--- src/rtl/pipeline_pkg.sv ---
// rtl/pipeline_pkg.sv - shared types for the pipeline hazard controller
package pipeline_pkg;

  typedef enum logic [1:0] {
    FWD_RF = 2'b00,
    FWD_W  = 2'b01,
    FWD_M  = 2'b10
  } fwd_sel_t;

  typedef enum {HZ_DRAIN, HZ_RUN, HZ_MEM_WAIT} hz_state_t;

endpackage

--- src/rtl/pipeline_hazard_ctrl_forward_unit.sv ---
// rtl/pipeline_hazard_ctrl_forward_unit.sv - E-stage operand forwarding select
module forward_unit
  import pipeline_pkg::*;
#(
  parameter int REG_AW = 5
) (
  input  logic [REG_AW-1:0] rs_e,
  input  logic [REG_AW-1:0] rd_m,
  input  logic [REG_AW-1:0] rd_w,
  input  logic              reg_write_m,
  input  logic              reg_write_w,
  output fwd_sel_t          fwd
);

  // M is the younger producer, so it wins over W; x0 is hardwired zero.
  always_comb begin
    fwd = FWD_RF;
    if (reg_write_m && (rd_m != '0) && (rd_m == rs_e))
      fwd = FWD_M;
    else if (reg_write_w && (rd_w != '0) && (rd_w == rs_e))
      fwd = FWD_W;
  end

endmodule

--- src/rtl/pipeline_hazard_ctrl.sv ---
// rtl/pipeline_hazard_ctrl.sv - stall/flush/forward sequencing for the 5-stage pipeline
module pipeline_hazard_ctrl
  import pipeline_pkg::*;
#(
  parameter int WIDTH        = 32,
  parameter int REG_AW       = 5,
  parameter int DRAIN_CYCLES = 3
) (
  input  logic              clk,
  input  logic              rst_n,
  input  logic [REG_AW-1:0] Rs1D,
  input  logic [REG_AW-1:0] Rs2D,
  input  logic [REG_AW-1:0] Rs1E,
  input  logic [REG_AW-1:0] Rs2E,
  input  logic [REG_AW-1:0] RdE,
  input  logic [REG_AW-1:0] RdM,
  input  logic [REG_AW-1:0] RdW,
  input  logic              LoadE,
  input  logic              RegWriteM,
  input  logic              RegWriteW,
  input  logic              PCSrcE,
  input  logic              MemReqM,
  input  logic              MemBusyM,
  output logic [1:0]        ForwardAE,
  output logic [1:0]        ForwardBE,
  output logic              StallF,
  output logic              StallD,
  output logic              StallE,
  output logic              StallM,
  output logic              FlushD,
  output logic              FlushE,
  output logic              FlushW,
  output logic [WIDTH-1:0]  stall_cycles
);

  localparam int DW = (DRAIN_CYCLES > 1) ? $clog2(DRAIN_CYCLES) : 1;
  localparam logic [DW-1:0] DRAIN_LAST = DW'(DRAIN_CYCLES - 1);

  hz_state_t        state, state_n;
  logic [DW-1:0]    drain_cnt;
  logic [WIDTH-1:0] stall_cnt;
  logic             lw_stall;
  logic             frozen;
  fwd_sel_t         fwd_a, fwd_b;

  forward_unit #(.REG_AW(REG_AW)) u_fwd_a (
    .rs_e(Rs1E), .rd_m(RdM), .rd_w(RdW),
    .reg_write_m(RegWriteM), .reg_write_w(RegWriteW), .fwd(fwd_a)
  );

  forward_unit #(.REG_AW(REG_AW)) u_fwd_b (
    .rs_e(Rs2E), .rd_m(RdM), .rd_w(RdW),
    .reg_write_m(RegWriteM), .reg_write_w(RegWriteW), .fwd(fwd_b)
  );

  assign ForwardAE    = fwd_a;
  assign ForwardBE    = fwd_b;
  assign stall_cycles = stall_cnt;

  assign lw_stall = LoadE && (RdE != '0) && ((RdE == Rs1D) || (RdE == Rs2D));

  // Entering the wait takes effect in the same cycle the busy memory is seen.
  assign frozen = ((state == HZ_RUN) && MemReqM && MemBusyM) ||
                  ((state == HZ_MEM_WAIT) && MemBusyM);

  always_comb begin
    state_n = state;
    StallF  = 1'b0;
    StallD  = 1'b0;
    StallE  = 1'b0;
    StallM  = 1'b0;
    FlushD  = 1'b0;
    FlushE  = 1'b0;
    FlushW  = 1'b0;
    case (state)
      HZ_DRAIN:    if (drain_cnt == DRAIN_LAST) state_n = HZ_RUN;
      HZ_RUN:      if (MemReqM && MemBusyM) state_n = HZ_MEM_WAIT;
      HZ_MEM_WAIT: if (!MemBusyM) state_n = HZ_RUN;
      default:     state_n = HZ_DRAIN;
    endcase
    if (state == HZ_DRAIN) begin
      StallF = 1'b1;
      FlushD = 1'b1;
      FlushE = 1'b1;
    end else if (frozen) begin
      StallF = 1'b1;
      StallD = 1'b1;
      StallE = 1'b1;
      StallM = 1'b1;
      FlushW = 1'b1;
    end else if (PCSrcE) begin
      // The D instruction is wrong-path, so a pending load-use stall is moot.
      FlushD = 1'b1;
      FlushE = 1'b1;
    end else if (lw_stall) begin
      StallF = 1'b1;
      StallD = 1'b1;
      FlushE = 1'b1;
    end
    if (!rst_n) begin
      StallF = 1'b0;
      StallD = 1'b0;
      StallE = 1'b0;
      StallM = 1'b0;
      FlushD = 1'b1;
      FlushE = 1'b1;
      FlushW = 1'b0;
    end
  end

  always_ff @(posedge clk or negedge rst_n) begin
    if (!rst_n) begin
      state     <= HZ_DRAIN;
      drain_cnt <= '0;
      stall_cnt <= '0;
    end else begin
      state     <= state_n;
      drain_cnt <= (state == HZ_DRAIN) ? drain_cnt + 1'b1 : '0;
      if (StallF && (stall_cnt != '1))
        stall_cnt <= stall_cnt + 1'b1;
    end
  end

endmodule
--- config.mk ---
export PLATFORM = sky130hd
export DESIGN_NAME = pipeline_hazard_ctrl
export DESIGN_NICKNAME = d
export VERILOG_FILES = /design/src/rtl/pipeline_pkg.sv /design/src/rtl/pipeline_hazard_ctrl_forward_unit.sv /design/src/rtl/pipeline_hazard_ctrl.sv
export SDC_FILE = /design/constraint.sdc
export NUM_CORES = 1
export LEC_CHECK = 0
export CAP_MARGIN = 20
export CORE_ASPECT_RATIO = 0.5
export CORE_MARGIN = 2
export CORE_UTILIZATION = 40
export DETAILED_ROUTE_END_ITERATION = 12
export HOLD_SLACK_MARGIN = 0.12
export PLACE_DENSITY = 0.74
export SLEW_MARGIN = 20
export SYNTH_ARGS = -nofsm -noshare
export SYNTH_HDL_FRONTEND = slang
export SYNTH_SLANG_ARGS = --single-unit
--- constraint.sdc ---
create_clock -name clk -period 2.51 [get_ports clk]
set_input_delay 0.3765 -clock clk [delete_from_list [all_inputs] [get_ports clk]]
set_output_delay 0.3765 -clock clk [all_outputs]
set_load 0.02 [all_outputs]
======== Word-level counts from Yosys, hierarchy flattened ========
Index checks and enable logic that the tools add are counted.
storage, ports and cells
  output and inout bits ................... 43
  logic and storage cells ................. 68
  flip-flop bits (word level) ............. 66
  input bits .............................. 43
cells by class
  muxes and demuxes ....................... 27
  eq/ne operators ......................... 15
  reductions and logical operators ........ 21
  add/sub/neg operators ................... 2
operators by type and width
  cell                                                                    count
  32-bit two-way mux                                                      3
  32-bit case mux with 3 select lines                                     1
  32-bit by 2-bit equality test with 1-bit output, second input constant  2
  32-bit logical NOT                                                      2
  32-bit by 1-bit adder with 32-bit output, second input constant         1
  32-bit by 1-bit equality test with 1-bit output, second input constant  1
  32-bit by 3-bit equality test with 1-bit output, second input constant  1
  32-bit inequality test, second input constant                           1
  5-bit equality test                                                     6
  1-bit two-way mux                                                       20
  5-bit nonzero test                                                      3
  1-bit logical AND                                                       13
  2-bit two-way mux                                                       3
  2-bit inequality test, second input constant                            3
  3-bit AND reduction                                                     1
  2-bit by 1-bit adder with 2-bit output, second input constant           1
  2-bit equality test, second input constant                              1
  1-bit logical OR                                                        2

======== Longest topological paths before layout ========
  depth in word-level cells ............... 9
  gate-level depth with buffers ........... 8
  mapped depth without buffers ............ 7

======== Modules after synthesis ========
From an unflattened synthesis, not the netlist that was laid out.
second synthesis, totals
  cell total of the unflattened synthesis .. 237
  area, all modules ....................... 2322.2 µm²
modules (own cells, without submodules)
  module                area an instance (µm²)  seq. area each (µm²)  instances  cells each
  pipeline_hazard_ctrl  2019.4                  900.9                 1          197
  forward_unit          151.4                   0.0                   2          20

======== Least setup slack after synthesis ========
Ideal clock, no wire load.
  kind .................................... input to output
  start point ............................. input RdM[0]
  end point ............................... output ForwardAE[0]
  data required time ...................... 2.134 ns
  cell stages on the path ................. 4
  arrival ................................. 1.994 ns
  path buffers ............................ 0
  slack ................................... 0.140 ns
  path through ............................ or4_1 > o21ai_0 > nor4_1 > nor4_1
between the ends
  word-level cells in the longest chain between the ends .. 4
  elaborated cells on any way between the ends .. 5
  classes of those cells .................. 1 x eq/ne; 1 x mux; 3 x reduce/logical
RTL lines
  what                 line                                     RTL
  from (decl)          pipeline_hazard_ctrl.sv:16               input logic [REG_AW-1:0] RdM,
  5-bit nonzero test   pipeline_hazard_ctrl_forward_unit.sv:18  if (reg_write_m && (rd_m != '0) && (rd_m == rs_e))
  1-bit logical AND    pipeline_hazard_ctrl_forward_unit.sv:18
  1-bit logical AND *  pipeline_hazard_ctrl_forward_unit.sv:18
  2-bit two-way mux *  pipeline_hazard_ctrl_forward_unit.sv:18
  to (decl)            pipeline_hazard_ctrl.sv:24               output logic [1:0] ForwardAE,
Mark *: on every way between the ends. The rest lies on a longest branch, timed or not.

======== Worst setup path in the final report ========
  start point ............................. input RdW[0]
  end point ............................... output ForwardBE[0]
between the ends
  word-level cells in the longest chain between the ends .. 5
  elaborated cells on any way between the ends .. 6
  classes of those cells .................. 1 x eq/ne; 2 x mux; 3 x reduce/logical
RTL lines
  what                 line                                     RTL
  from (decl)          pipeline_hazard_ctrl.sv:17               input logic [REG_AW-1:0] RdW,
  5-bit nonzero test   pipeline_hazard_ctrl_forward_unit.sv:20  else if (reg_write_w && (rd_w != '0) && (rd_w == rs_e))
  1-bit logical AND    pipeline_hazard_ctrl_forward_unit.sv:20
  1-bit logical AND *  pipeline_hazard_ctrl_forward_unit.sv:20
  1-bit two-way mux *  pipeline_hazard_ctrl_forward_unit.sv:20
  2-bit two-way mux *  pipeline_hazard_ctrl_forward_unit.sv:18
  to (decl)            pipeline_hazard_ctrl.sv:25               output logic [1:0] ForwardBE,
Marked as above.

==> flow_summary.ini <==
[run_status]
outcome = finished, final reports clean

[setup_path]
r2r-end = stall_cycles[21]
start_kind = input pin
worstPathMaxFanout = 2
worst-path-buf-inv = 3
worst_r2r_path_depth = 6
cp_slowest_cell = or4_1
required_ns = 2.13
r2r_slack_ns = 0.26
critPathMaxStageDelay_ns = 0.53
worstReg2RegStart = stall_cycles[6]
cp_top_family = simple AND/OR/NAND/NOR gates
cp-startpoint = RdW[0]
cp.arrival_ns = 2.09
cp_cell_sequence = clkdlybuf4s50_1 > buf_4 > xor2_1 > or4_1 > nor4_2 > buf_2
critPathKind = input pin to output pin
crit_path_end_kind = output pin

[logic_synthesis]
syn_avg_cell_area_sq_um = 9.49
yosysMostFrequentCell = dfrtp_1
synth_compound_area_frac = 0.0452
synth_top_area_frac = 0.397
ys_warn_count = 0
synthFlopType = dfrtp_1
async_reset_ff_frac = 1.00
synth_nets = 284
synth_cell_types = 41
synth_xor_area_frac = 0.228
synthCells = 239
synth-edff-count = 0
muxShareOfSynthArea = 0.0160
synthAdderAreaFrac = 0.0110
seq_area_frac_synth = 0.397
synth-seq-cells = 36
ys_top_cells_by_count = 36 x dfrtp_1, 35 x xor2_1, 24 x xnor2_1, 21 x nand2_1, 20 x nand3_1
synth_top_family_by_area = simple AND/OR/NAND/NOR gates
synth_area_sq_um = 2270
synth_area_leader_cell = dfrtp_1
synthSimpleGateAreaFrac = 0.272
ys_top_cells_by_area = dfrtp_1 40%, xor2_1 14%, xnor2_1 9.3%

[cells_and_area]
final_nets = 401
final_core_util = 0.667
design_area_sq_um = 3640
layout-drive-gt1-share = 0.179
area_delta_synth_final_pct = 60.7
antenna-diode-count = 0

[sta]
final_hold_viol_count = 0
tightest_slew_ns = 0.559
max_freq_mhz = 405
grt_setup_unrepaired = true
worst_slack_ns = 0.0420
fin_crit_sh = 0.983
finClkSkew_ns = 0.00662
period_needed_ns = 2.47
slew_headroom = 0.628
finalSetupViolCount = 0
final_max_slew_viol_count = 0

[global_route]
grt_pass1_wl_microns = 10500
grt_use_total = 0.208
met3_usage = 0.0595
antenna_found_initial = 0
grt_pass1_vias = 2256
grt_max_degree = 25
gr-usage-met1 = 0.237
top_usage_layer = met2
grt_overflow = 0
grtUsageMet2 = 0.386

[place]
dp_hpwl_microns = 4880
gp_congestion = 0.901
portBuffers = 85
place_area_sq_um = 3400
post-place-ws_ns = -0.581

[drt]
vias_per_cell = 5.29
post-route-drc-count = 0
wl_microns = 6530
drt-initial-drc-count = 65
num_vias = 2276
drtPass1Iterations = 4
wire_per_inst_microns = 15.2
antenna_left = 0

[power_and_ir_drop]
power_switching_w = 0.000748
pwr-share-clk = 0.276
leakage_nw = 1.60
seqPwrFrac = 0.364
pwr-share-comb = 0.360
sw_frac_of_total = 0.337
p_int_w = 0.00148
power_density_nw_per_um2 = 610
ir_worst_vdd_mv = 0.294

[worst_hold_path]
hold_class = register to register
hold_depth = 1
min_to = drain_cnt[0]
min_from = drain_cnt[0]

[clock_network]
h-tree-depth = 2
clk_latency_ns = 0.27
postCtsSetupRepairBufs = 0
clock_path_buffers = 2
cts_root_buf = clkbuf_16
cts_tree = yes
clk_pin_slew_worst_paths_ns = 0.05
cts_made_buffers = 5
clock_sinks = 36

[die]
start_util = 0.415
die_y_microns = 57.3
coreArea_sq_um = 5470
die_w_microns = 111
rows = 19
ios = 86
die_area_sq_um = 6330

[flow_run]
cap_violations = 0
## registers in the layout, summed over array words and instances (netlist names)
register      flops
drain_cnt         2
state             2
stall_cycles     32
## power groups by stage
stage	Combinational, W	Sequential (W)	Clock, W
after floorplan	0.000337	0.000854	0
after global placement	0.000752	0.000802	0
after detailed placement	0.000782	0.000810	0
after CTS	0.000785	0.000806	0.000626
after global routing	0.000867	0.000822	0.000653
final	0.000802	0.000809	0.000613
## cell families (layout without fill, tap and decap cells)
group | Yosys count | after routing
buffers and inverters | 13 | 131
adder cells (fa/ha/maj) | 2 | 2
flip-flops | 36 | 36
AND/OR/NAND/NOR | 111 | 111
XOR/XNOR | 59 | 59
multiplexers | 3 | 3
AO/OA/AOI/OAI | 15 | 15
## worst register-to-register path: stages, from the launching register on
cell	delay, ns
dfrtp_1	0.44
nand3_1	0.21
nor4_4	0.39
nand3_1	0.16
a21oi_1	0.47
a31oi_1	0.16
a311o_1	0.29
## cell type report
| class | count | area [sq um] |
|---|---|---|
| tap | 73 | 91.3 |
| fill | 433 | 1820 |
| multi-input combinational | 190 | 1410 |
| inverter | 5 | 18.8 |
| clock buffer | 8 | 146 |
| timing repair buffer | 118 | 1080 |
| sequential | 36 | 901 |
## through the flow
step	total power [W]	hold WS [ns]	setup TNS [ns]	cells
6_report	0.00222	0.489	0	430
5_1_grt	0.00234	0.515	-0.0358	430
4_1_cts	0.00222	0.475	0	430
3_5_place_dp	0.00159	0.264	-5.54	421
3_3_place_gp	0.00155	0.261	-4.48	421
2_1_floorplan	0.00119	0.0809	0	239
## routing by layer
layer  wire length (microns)  vias up
li1                        -     1083
met1                    2690     1105
met2                    3340       78
met3                     408       10
met4                      94        0
met5                       0        -
## placed cells by master, fill, tap and decap left out, types with 2 or more instances in the layout
master | synthesis | layout
clkdlybuf4s50_1 | 0 | 65
nor3_1 | 16 | 16
or4_4 | 0 | 3
ha_1 | 2 | 2
nor4_4 | 1 | 4
buf_4 | 3 | 35
dlygate4sd2_1 | 0 | 7
nor2_1 | 9 | 9
nor4b_1 | 2 | 2
nand3_1 | 20 | 20
dlymetal6s2s_1 | 0 | 5
a21oi_1 | 2 | 2
or4_1 | 5 | 2
a21o_1 | 2 | 2
nand4_1 | 6 | 6
nand2_1 | 21 | 21
o21ai_4 | 0 | 2
clkbuf_16 | 0 | 5
buf_2 | 1 | 4
clkbuf_1 | 3 | 2
dfrtp_1 | 36 | 36
and3_1 | 5 | 5
xnor2_1 | 24 | 24
inv_1 | 5 | 5
xor2_1 | 35 | 35
nor3b_1 | 4 | 3
nor2b_1 | 4 | 3
nor4_1 | 12 | 8
## worst max-delay path by stage
stage / to / slack, ns / cells after the start
floorplan: ForwardAE[0] / 0.14 / 4
global placement: ForwardAE[0] / -0.43 / 6
detailed placement: ForwardAE[0] / -0.58 / 6
CTS: ForwardBE[0] / 0.006 / 6
global route: ForwardAE[1] / -0.03 / 6
finish: ForwardBE[0] / 0.04 / 6
## what timing repair did
item / 4_1_cts / 5_1_grt
gates resized for setup: 38 / 22
hold buffers: 1 / 0
setup endpoints to repair: 11 / 7
endpoints found under the hold margin: 6 / 0
pin swaps: 2 / 9
No activity file was read; power rests on OpenSTA's default activity.
